$ cat config.mk
export PLATFORM = sky130hd
export DESIGN_NAME = acia_fifo
export DESIGN_NICKNAME = d
export VERILOG_FILES = /design/src/rtl/acia_fifo.sv
export SDC_FILE = /design/constraint.sdc
export NUM_CORES = 1
export LEC_CHECK = 0
export ABC_AREA = 0
export CAP_MARGIN = 20
export CORE_MARGIN = 2
export CORE_UTILIZATION = 60
export DETAILED_ROUTE_END_ITERATION = 16
export PLACE_DENSITY = 0.79
export SKIP_CTS_REPAIR_TIMING = 1
export SKIP_LAST_GASP = 1
export SYNTH_ARGS = -nofsm -noshare
export SYNTH_HDL_FRONTEND = slang
export SYNTH_SLANG_ARGS = --single-unit
$ cat constraint.sdc
create_clock -name clk -period 3.4 [get_ports clk]
set_input_delay 0.68 -clock clk [delete_from_list [all_inputs] [get_ports clk]]
set_output_delay 0.68 -clock clk [all_outputs]
set_load 0.005 [all_outputs]
$ cat src/rtl/acia_fifo.sv
// acia_fifo: UART with TX/RX FIFOs, 5..8 data bits, 1/2 stop bits, sticky error
// flags and an interrupt output, behind a two-register CPU interface
// (rs_i=0 status/control, rs_i=1 data).
// Optional parity bit: define ACIA_PARITY_EN (polarity chosen by PARITY_ODD).
module acia_fifo #(
  parameter int CLK_HZ     = 25_125_000,
  parameter int BPS_RATE   = 115_200,
  parameter int DATA_BITS  = 8,
  parameter int STOP_BITS  = 1,
  parameter int TX_DEPTH   = 4,
  parameter int RX_DEPTH   = 4,
  parameter int PARITY_ODD = 0
) (
  input  logic       clk,
  input  logic       rst_ni,
  input  logic       rd_i,
  input  logic       wr_i,
  input  logic       rs_i,
  input  logic [7:0] din_i,
  output logic [7:0] dout_o,
  input  logic       rx_i,
  output logic       tx_o,
  output logic       rx_avail_o,
  output logic       tx_space_o,
  output logic       irq_o
);
  localparam int DIV  = (CLK_HZ + BPS_RATE / 2) / BPS_RATE;
  localparam int TW   = $clog2(DIV + 1);
  localparam int TAW  = $clog2(TX_DEPTH);
  localparam int RAW  = $clog2(RX_DEPTH);
  localparam int TPW  = TAW + 1;
  localparam int RPW  = RAW + 1;

  if (DIV < 8) begin : g_div_chk
    $error("acia_fifo: CLK_HZ/BPS_RATE must be >= 8");
  end
  if (DATA_BITS < 5 || DATA_BITS > 8) begin : g_db_chk
    $error("acia_fifo: DATA_BITS must be 5..8");
  end
  if (STOP_BITS < 1 || STOP_BITS > 2) begin : g_sb_chk
    $error("acia_fifo: STOP_BITS must be 1 or 2");
  end
  if (TX_DEPTH < 2 || (TX_DEPTH & (TX_DEPTH - 1)) != 0) begin : g_txd_chk
    $error("acia_fifo: TX_DEPTH must be a power of 2 >= 2");
  end
  if (RX_DEPTH < 2 || (RX_DEPTH & (RX_DEPTH - 1)) != 0) begin : g_rxd_chk
    $error("acia_fifo: RX_DEPTH must be a power of 2 >= 2");
  end
  if (PARITY_ODD != 0 && PARITY_ODD != 1) begin : g_par_chk
    $error("acia_fifo: PARITY_ODD must be 0 or 1");
  end

  typedef enum logic [2:0] {T_IDLE, T_START, T_DATA, T_PAR, T_STOP} tx_state_e;
  typedef enum logic [2:0] {R_IDLE, R_START, R_DATA, R_PAR, R_STOP, R_BREAK} rx_state_e;

  logic [DATA_BITS-1:0] tx_mem [TX_DEPTH];
  logic [DATA_BITS-1:0] rx_mem [RX_DEPTH];
  logic [TAW:0] tx_wr, tx_rd, tx_wr_n, tx_rd_n;
  logic [RAW:0] rx_wr, rx_rd, rx_wr_n, rx_rd_n;
  logic tx_empty, tx_full, rx_empty, rx_full;
  logic data_wr, ctl_wr, tx_flush, rx_flush, flag_clr;
  logic tx_pop, tx_push, tx_bit_end, tx_ready, txovf_set;
  logic rx_pop, rx_push, rx_push_req, rx_bit_end, ovr_set, fe_set;
  logic ovr, fe, txovf, ovr_n, fe_n, txovf_n, pe_bit, pe_n, txi;
  logic [DATA_BITS-1:0] tx_head, rx_head, tx_shift, rx_shift;
  logic [7:0] status;
  tx_state_e tx_st;
  rx_state_e rx_st;
  logic [TW-1:0] tx_tmr, rx_tmr;
  logic [2:0] tx_idx, rx_idx;
  logic rx_meta, rx_sync, rx_prev;
`ifdef ACIA_PARITY_EN
  logic tx_par, rx_pbad, pe;
`endif

  assign data_wr  = wr_i & rs_i;
  assign ctl_wr   = wr_i & ~rs_i;
  assign tx_flush = ctl_wr & din_i[1];
  assign rx_flush = ctl_wr & din_i[0];
  assign flag_clr = (rd_i & ~rs_i) | (ctl_wr & din_i[2]);

  assign tx_empty = (tx_wr == tx_rd);
  assign tx_full  = (tx_wr[TAW] != tx_rd[TAW]) && (tx_wr[TAW-1:0] == tx_rd[TAW-1:0]);
  assign rx_empty = (rx_wr == rx_rd);
  assign rx_full  = (rx_wr[RAW] != rx_rd[RAW]) && (rx_wr[RAW-1:0] == rx_rd[RAW-1:0]);
  assign tx_head  = tx_mem[tx_rd[TAW-1:0]];
  assign rx_head  = rx_mem[rx_rd[RAW-1:0]];

  // The shifter takes the next byte from idle or at the end of the last stop bit,
  // so queued frames go out back to back.
  assign tx_bit_end = (tx_tmr == TW'(DIV - 1));
  assign tx_ready   = (tx_st == T_IDLE) |
                      ((tx_st == T_STOP) & tx_bit_end & (tx_idx == 3'(STOP_BITS - 1)));
  assign tx_pop     = tx_ready & ~tx_empty & ~tx_flush;
  assign tx_push    = data_wr & (~tx_full | tx_pop);
  assign txovf_set  = data_wr & tx_full & ~tx_pop;

  assign rx_bit_end  = (rx_tmr == TW'(DIV - 1));
  assign rx_push_req = (rx_st == R_STOP) & rx_bit_end & rx_sync;
  assign fe_set      = (rx_st == R_STOP) & rx_bit_end & ~rx_sync;
  assign rx_pop      = rd_i & rs_i & ~rx_empty;
  assign rx_push     = rx_push_req & (~rx_full | rx_pop);
  assign ovr_set     = rx_push_req & rx_full & ~rx_pop;

  assign tx_wr_n = tx_wr + TPW'(tx_push);
  assign tx_rd_n = tx_flush ? tx_wr : tx_rd + TPW'(tx_pop);
  assign rx_wr_n = rx_wr + RPW'(rx_push);
  assign rx_rd_n = rx_flush ? rx_wr : rx_rd + RPW'(rx_pop);

  // Sticky flags: a set in the same cycle as a clear wins.
  assign ovr_n   = ovr_set   | (ovr   & ~flag_clr);
  assign fe_n    = fe_set    | (fe    & ~flag_clr);
  assign txovf_n = txovf_set | (txovf & ~flag_clr);
`ifdef ACIA_PARITY_EN
  assign pe_n    = (rx_push_req & rx_pbad) | (pe & ~flag_clr);
  assign pe_bit  = pe;
`else
  assign pe_n    = 1'b0;
  assign pe_bit  = 1'b0;
`endif

  assign txi    = tx_empty & (tx_st == T_IDLE);
  assign status = {1'b0, txovf, pe_bit, fe, txi, ovr, ~tx_full, ~rx_empty};

  // FIFO pointers, sticky flags and registered CPU-side outputs
  always_ff @(posedge clk or negedge rst_ni) begin
    if (!rst_ni) begin
      tx_wr      <= '0;
      tx_rd      <= '0;
      rx_wr      <= '0;
      rx_rd      <= '0;
      ovr        <= 1'b0;
      fe         <= 1'b0;
      txovf      <= 1'b0;
      dout_o     <= 8'h00;
      rx_avail_o <= 1'b0;
      tx_space_o <= 1'b1;
      irq_o      <= 1'b0;
    end else begin
      tx_wr      <= tx_wr_n;
      tx_rd      <= tx_rd_n;
      rx_wr      <= rx_wr_n;
      rx_rd      <= rx_rd_n;
      ovr        <= ovr_n;
      fe         <= fe_n;
      txovf      <= txovf_n;
      dout_o     <= rs_i ? 8'(rx_head) : status;
      rx_avail_o <= (rx_wr_n != rx_rd_n);
      tx_space_o <= ~((tx_wr_n[TAW] != tx_rd_n[TAW]) && (tx_wr_n[TAW-1:0] == tx_rd_n[TAW-1:0]));
      irq_o      <= (rx_wr_n != rx_rd_n) | ovr_n | fe_n | txovf_n | pe_n;
    end
  end

`ifdef ACIA_PARITY_EN
  // Parity error flag
  always_ff @(posedge clk or negedge rst_ni) begin
    if (!rst_ni) pe <= 1'b0;
    else         pe <= pe_n;
  end
`endif

  // FIFO storage (data only, no reset)
  always_ff @(posedge clk) begin
    if (tx_push) tx_mem[tx_wr[TAW-1:0]] <= din_i[DATA_BITS-1:0];
    if (rx_push) rx_mem[rx_wr[RAW-1:0]] <= rx_shift;
  end

  // TX bit engine: each bit held for exactly DIV clocks
  always_ff @(posedge clk or negedge rst_ni) begin
    if (!rst_ni) begin
      tx_st    <= T_IDLE;
      tx_o     <= 1'b1;
      tx_tmr   <= '0;
      tx_idx   <= '0;
      tx_shift <= '0;
`ifdef ACIA_PARITY_EN
      tx_par   <= 1'b0;
`endif
    end else if (tx_pop) begin
      tx_st    <= T_START;
      tx_o     <= 1'b0;
      tx_tmr   <= '0;
      tx_shift <= tx_head;
`ifdef ACIA_PARITY_EN
      tx_par   <= ^tx_head ^ 1'(PARITY_ODD);
`endif
    end else if (tx_st != T_IDLE) begin
      if (!tx_bit_end) begin
        tx_tmr <= tx_tmr + 1'b1;
      end else begin
        tx_tmr <= '0;
        case (tx_st)
          T_START: begin
            tx_st    <= T_DATA;
            tx_idx   <= '0;
            tx_o     <= tx_shift[0];
            tx_shift <= tx_shift >> 1;
          end
          T_DATA: begin
            if (tx_idx == 3'(DATA_BITS - 1)) begin
              tx_idx <= '0;
`ifdef ACIA_PARITY_EN
              tx_st  <= T_PAR;
              tx_o   <= tx_par;
`else
              tx_st  <= T_STOP;
              tx_o   <= 1'b1;
`endif
            end else begin
              tx_idx   <= tx_idx + 1'b1;
              tx_o     <= tx_shift[0];
              tx_shift <= tx_shift >> 1;
            end
          end
          T_PAR: begin
            tx_st  <= T_STOP;
            tx_idx <= '0;
            tx_o   <= 1'b1;
          end
          T_STOP: begin
            if (tx_idx == 3'(STOP_BITS - 1)) tx_st  <= T_IDLE;
            else                             tx_idx <= tx_idx + 1'b1;
          end
          default: tx_st <= T_IDLE;
        endcase
      end
    end
  end

  // rx_i synchroniser plus one extra stage for falling-edge detection
  always_ff @(posedge clk or negedge rst_ni) begin
    if (!rst_ni) begin
      rx_meta <= 1'b1;
      rx_sync <= 1'b1;
      rx_prev <= 1'b1;
    end else begin
      rx_meta <= rx_i;
      rx_sync <= rx_meta;
      rx_prev <= rx_sync;
    end
  end

  // RX bit engine: start bit checked at half a bit, later bits sampled mid-bit
  always_ff @(posedge clk or negedge rst_ni) begin
    if (!rst_ni) begin
      rx_st    <= R_IDLE;
      rx_tmr   <= '0;
      rx_idx   <= '0;
      rx_shift <= '0;
`ifdef ACIA_PARITY_EN
      rx_pbad  <= 1'b0;
`endif
    end else begin
      case (rx_st)
        R_IDLE: begin
          if (rx_prev & ~rx_sync) begin
            rx_st  <= R_START;
            rx_tmr <= '0;
          end
        end
        R_START: begin
          if (rx_tmr == TW'(DIV / 2 - 1)) begin
            rx_tmr <= '0;
            rx_idx <= '0;
            rx_st  <= rx_sync ? R_IDLE : R_DATA;
          end else begin
            rx_tmr <= rx_tmr + 1'b1;
          end
        end
        R_DATA: begin
          if (rx_bit_end) begin
            rx_tmr   <= '0;
            rx_shift <= {rx_sync, rx_shift[DATA_BITS-1:1]};
            if (rx_idx == 3'(DATA_BITS - 1)) begin
`ifdef ACIA_PARITY_EN
              rx_st <= R_PAR;
`else
              rx_st <= R_STOP;
`endif
            end else begin
              rx_idx <= rx_idx + 1'b1;
            end
          end else begin
            rx_tmr <= rx_tmr + 1'b1;
          end
        end
`ifdef ACIA_PARITY_EN
        R_PAR: begin
          if (rx_bit_end) begin
            rx_tmr  <= '0;
            rx_pbad <= ^rx_shift ^ rx_sync ^ 1'(PARITY_ODD);
            rx_st   <= R_STOP;
          end else begin
            rx_tmr <= rx_tmr + 1'b1;
          end
        end
`endif
        R_STOP: begin
          if (rx_bit_end) begin
            rx_tmr <= '0;
            rx_st  <= rx_sync ? R_IDLE : R_BREAK;
          end else begin
            rx_tmr <= rx_tmr + 1'b1;
          end
        end
        R_BREAK: begin
          if (rx_sync) rx_st <= R_IDLE;
        end
        default: rx_st <= R_IDLE;
      endcase
    end
  end

endmodule

==> flow_summary.json <==
{
  "status": "complete, no violations",
  "setup_viol": 0,
  "clkPwrFrac_pct": 37.5,
  "pre_cts_ws_ns": 0.1752,
  "drt_iter0_markers": 142,
  "seqPwrFrac_pct": 42.8,
  "cpMaxStageDelayCell": "or4_1",
  "cts_buffer_depth": 2,
  "place_hpwl_um": 7209,
  "report.power.total_mw": 4.749,
  "ys.flop_type": "dfrtp_1",
  "first_global_vias": 3793,
  "slew_headroom_pct": 36.95,
  "cap_viol_max_count": 0,
  "die_area_mm2": 0.01104,
  "period_minus_slack_ns": 3.031,
  "cts.sinks": 138,
  "rows": 36,
  "dpl.cell_count": 584,
  "synth-edff-count": 64,
  "synth.distinct_cells": 56,
  "fin_cells": 616,
  "syn_area_mm2": 0.006130,
  "ys_ff_latch": 138,
  "cpMostUsedCell": "ha_1",
  "grt_max_degree": 75,
  "antenna_found_initial": 0,
  "synthArstFlopShare_pct": 53.62,
  "sw_frac_of_total_pct": 28.01,
  "tightest_slew_ns": 0.9458,
  "p_leak_nw": 2.988,
  "synthTopCellsByArea": "edfxtp_1 31%, dfrtp_1 28%, mux4_2 5.9%",
  "clk-insertion-delay-late_ns": 0.53,
  "track_usage_pct": 23.52,
  "gp_congestion": 0.8306,
  "finalHoldViolations": 0,
  "synth_most_common_cell": "dfrtp_1",
  "via_per_inst": 6.026,
  "drt_wl_total_um": 11830,
  "cpLargestDelayFamily": "simple AND/OR/NAND/NOR gates",
  "endpoint_kind": "register",
  "ys_seq_area_share_pct": 61.67,
  "fin_tns_setup_ns": 0,
  "num-nets-final": 502,
  "synth_top_area_share_pct": 31.35,
  "cts_buffers": 17,
  "pin_count": 26,
  "p_comb_share_pct": 19.7,
  "synth.avg_cell_area_um2": 14.36,
  "portBuffers": 25,
  "die_h_um": 105.1,
  "p_sw_mw": 1.330,
  "cp_cell_sequence": "or3b_4 > nor3_1 > nand4_1 > inv_1 > ha_1 > ha_1 > xor2_1 > xnor2_1 > nand3_1 > or4_1",
  "crit_buf_inv": 1,
  "syn_inst": 427,
  "clock.fmax_mhz": 329.9,
  "ys_top_cells_by_count": "69 x dfrtp_1, 64 x edfxtp_1, 28 x mux2_2",
  "clock_skew_ns": 0.008754,
  "drc": 0,
  "grt_first_pass_wirelength_um": 19550,
  "core_mm2": 0.009864,
  "synthesis.nets": 459,
  "grt.overflow.total": 0,
  "num_antenna_cells": 0,
  "cp.arrival_ns": 3.41,
  "cp-startpoint": "rx_tmr[2]",
  "setup_ws_ns": 0.3691,
  "avgRoutedWirePerCell_um": 19.20,
  "clkTransAtPathRegs_ns": 0.07,
  "area_growth_pct": 16.21,
  "holdWs_ns": 0.2652,
  "drt_pre_antenna_iters": 4,
  "postRouteAntennaNets": 0,
  "peakVddDrop_mv": 0.3298,
  "hold_path.class": "input pin to async pin",
  "root_buffer": "clkbuf_8",
  "setup.worst_path.start_class": "register",
  "internal_power_mw": 3.419,
  "cp_data_required_time_ns": 3.78,
  "drive_gt1_share_pct": 22.36,
  "ys_warn_count": 0,
  "slew_viol_final": 0,
  "synth_top_cell_by_area": "edfxtp_1",
  "slowest_delay_ns": 0.58,
  "fp.dieW_um": 105.1,
  "crit_type": "register to register",
  "initial_core_util_pct": 62.14,
  "cp_max_fo": 7,
  "r2r-start": "rx_tmr[2]",
  "finalCritPeriodShare_pct": 89.14,
  "vias": 3712,
  "cellPowerDensity_mw_per_mm2": 666.8,
  "h-tree-depth": 4,
  "rsz0062_at_grt": "false",
  "cts_tree": "done"
}
==> cells in the final DEF (no fill, tap or decap), types with 3 or more instances in the layout <==
master | netlist | routed
edfxtp_1 | 64 | 64
clkinv_2 | 0 | 3
a31oi_1 | 4 | 4
dfstp_2 | 5 | 5
xor2_1 | 11 | 11
ha_1 | 18 | 18
clkbuf_16 | 0 | 16
inv_6 | 0 | 4
o21ai_0 | 20 | 20
nand3b_1 | 3 | 3
nand2b_1 | 6 | 6
a21o_1 | 5 | 5
mux2i_1 | 4 | 4
a21oi_1 | 10 | 10
or4_1 | 3 | 3
a22o_1 | 3 | 3
nand4_1 | 7 | 7
mux2_2 | 28 | 28
nor3_1 | 8 | 8
o41ai_1 | 3 | 3
inv_1 | 13 | 13
and3_1 | 8 | 8
nor3b_1 | 6 | 6
xnor2_1 | 13 | 13
clkdlybuf4s50_1 | 0 | 24
dfrtp_1 | 69 | 69
nand2_1 | 19 | 19
buf_4 | 2 | 14
nor2_1 | 26 | 26
and2_1 | 4 | 4
nand3_1 | 5 | 5
mux4_2 | 16 | 16
==> metal layers <==
| metal | vias to the layer above | share of wire [%] | GRT usage [%] |
|---|---|---|---|
| met5 | - | 0 | 0 |
| met3 | 21 | 4.3 | 5.552 |
| li1 | 1689 | - | - |
| met2 | 98 | 53 | 39.80 |
| met1 | 1904 | 41 | 29.81 |
| met4 | 0 | 1.7 | 8.381 |
==> stage by stage <==
| stage | utilization, % | area, um2 |
|---|---|---|
| floorplan | - | 6130 |
| finish | 72.21 | 7123 |
| global placement | 66.39 | 6549 |
| global route | 72.21 | 7123 |
| CTS | 72.21 | 7123 |
| detailed placement | 66.39 | 6549 |
==> cell type report <==
class | instances | area (um2)
clock buffers | 19 | 431.7
clock inverters | 13 | 142.6
fillers | 614 | 2741
inverters | 14 | 52.55
multi-input cells | 261 | 2205
flip-flops and latches | 138 | 3780
well taps | 133 | 166.4
repair buffers | 38 | 345.3
==> final timing paths <==
kind                                to  slack (ns)  cells past startpoint
min reg2reg                    rx_sync        0.36                      0
max reg2reg                      irq_o        0.37                     10
min                        tx_shift[3]        0.27                      1
max in group asynchronous     rx_st[2]        2.49                      1
min in group clk               rx_sync        0.36                      0
max                              irq_o        0.37                     10
==> flip-flops by register name, indices dropped and copies added (netlist names), 3 cells and up <==
register,cells
tx_wr,3
rx_idx,3
tx_idx,3
tx_shift,8
rx_rd,3
tx_mem,32
rx_wr,3
rx_mem,32
dout_o,8
tx_tmr,8
tx_rd,3
tx_st,3
rx_shift,8
rx_st,3
rx_tmr,8
==> cell families after synthesis <==
family                     after synthesis  share of synthesized area [%]
AOI/OAI and AO/OA                       58                          6.389
xor gates and xnor gates                24                          3.429
adders and majority gates               19                          3.838
buffers and inverters                   28                          2.368
DFF                                    138                          61.67
muxes                                   52                          12.66
and+or+nand+nor                        108                          9.655
==> power groups by stage <==
stage | clock (mW) | sequential, mW | combinational, mW
4_1_cts | 1.80 | 2.03 | 0.946
2_1_floorplan | 0 | 2.03 | 0.647
3_3_place_gp | 0 | 2.05 | 0.886
6_report | 1.78 | 2.03 | 0.935
5_1_grt | 1.86 | 2.05 | 1.04
3_5_place_dp | 0 | 2.05 | 0.922
Power figures use the tool's default switching activity.
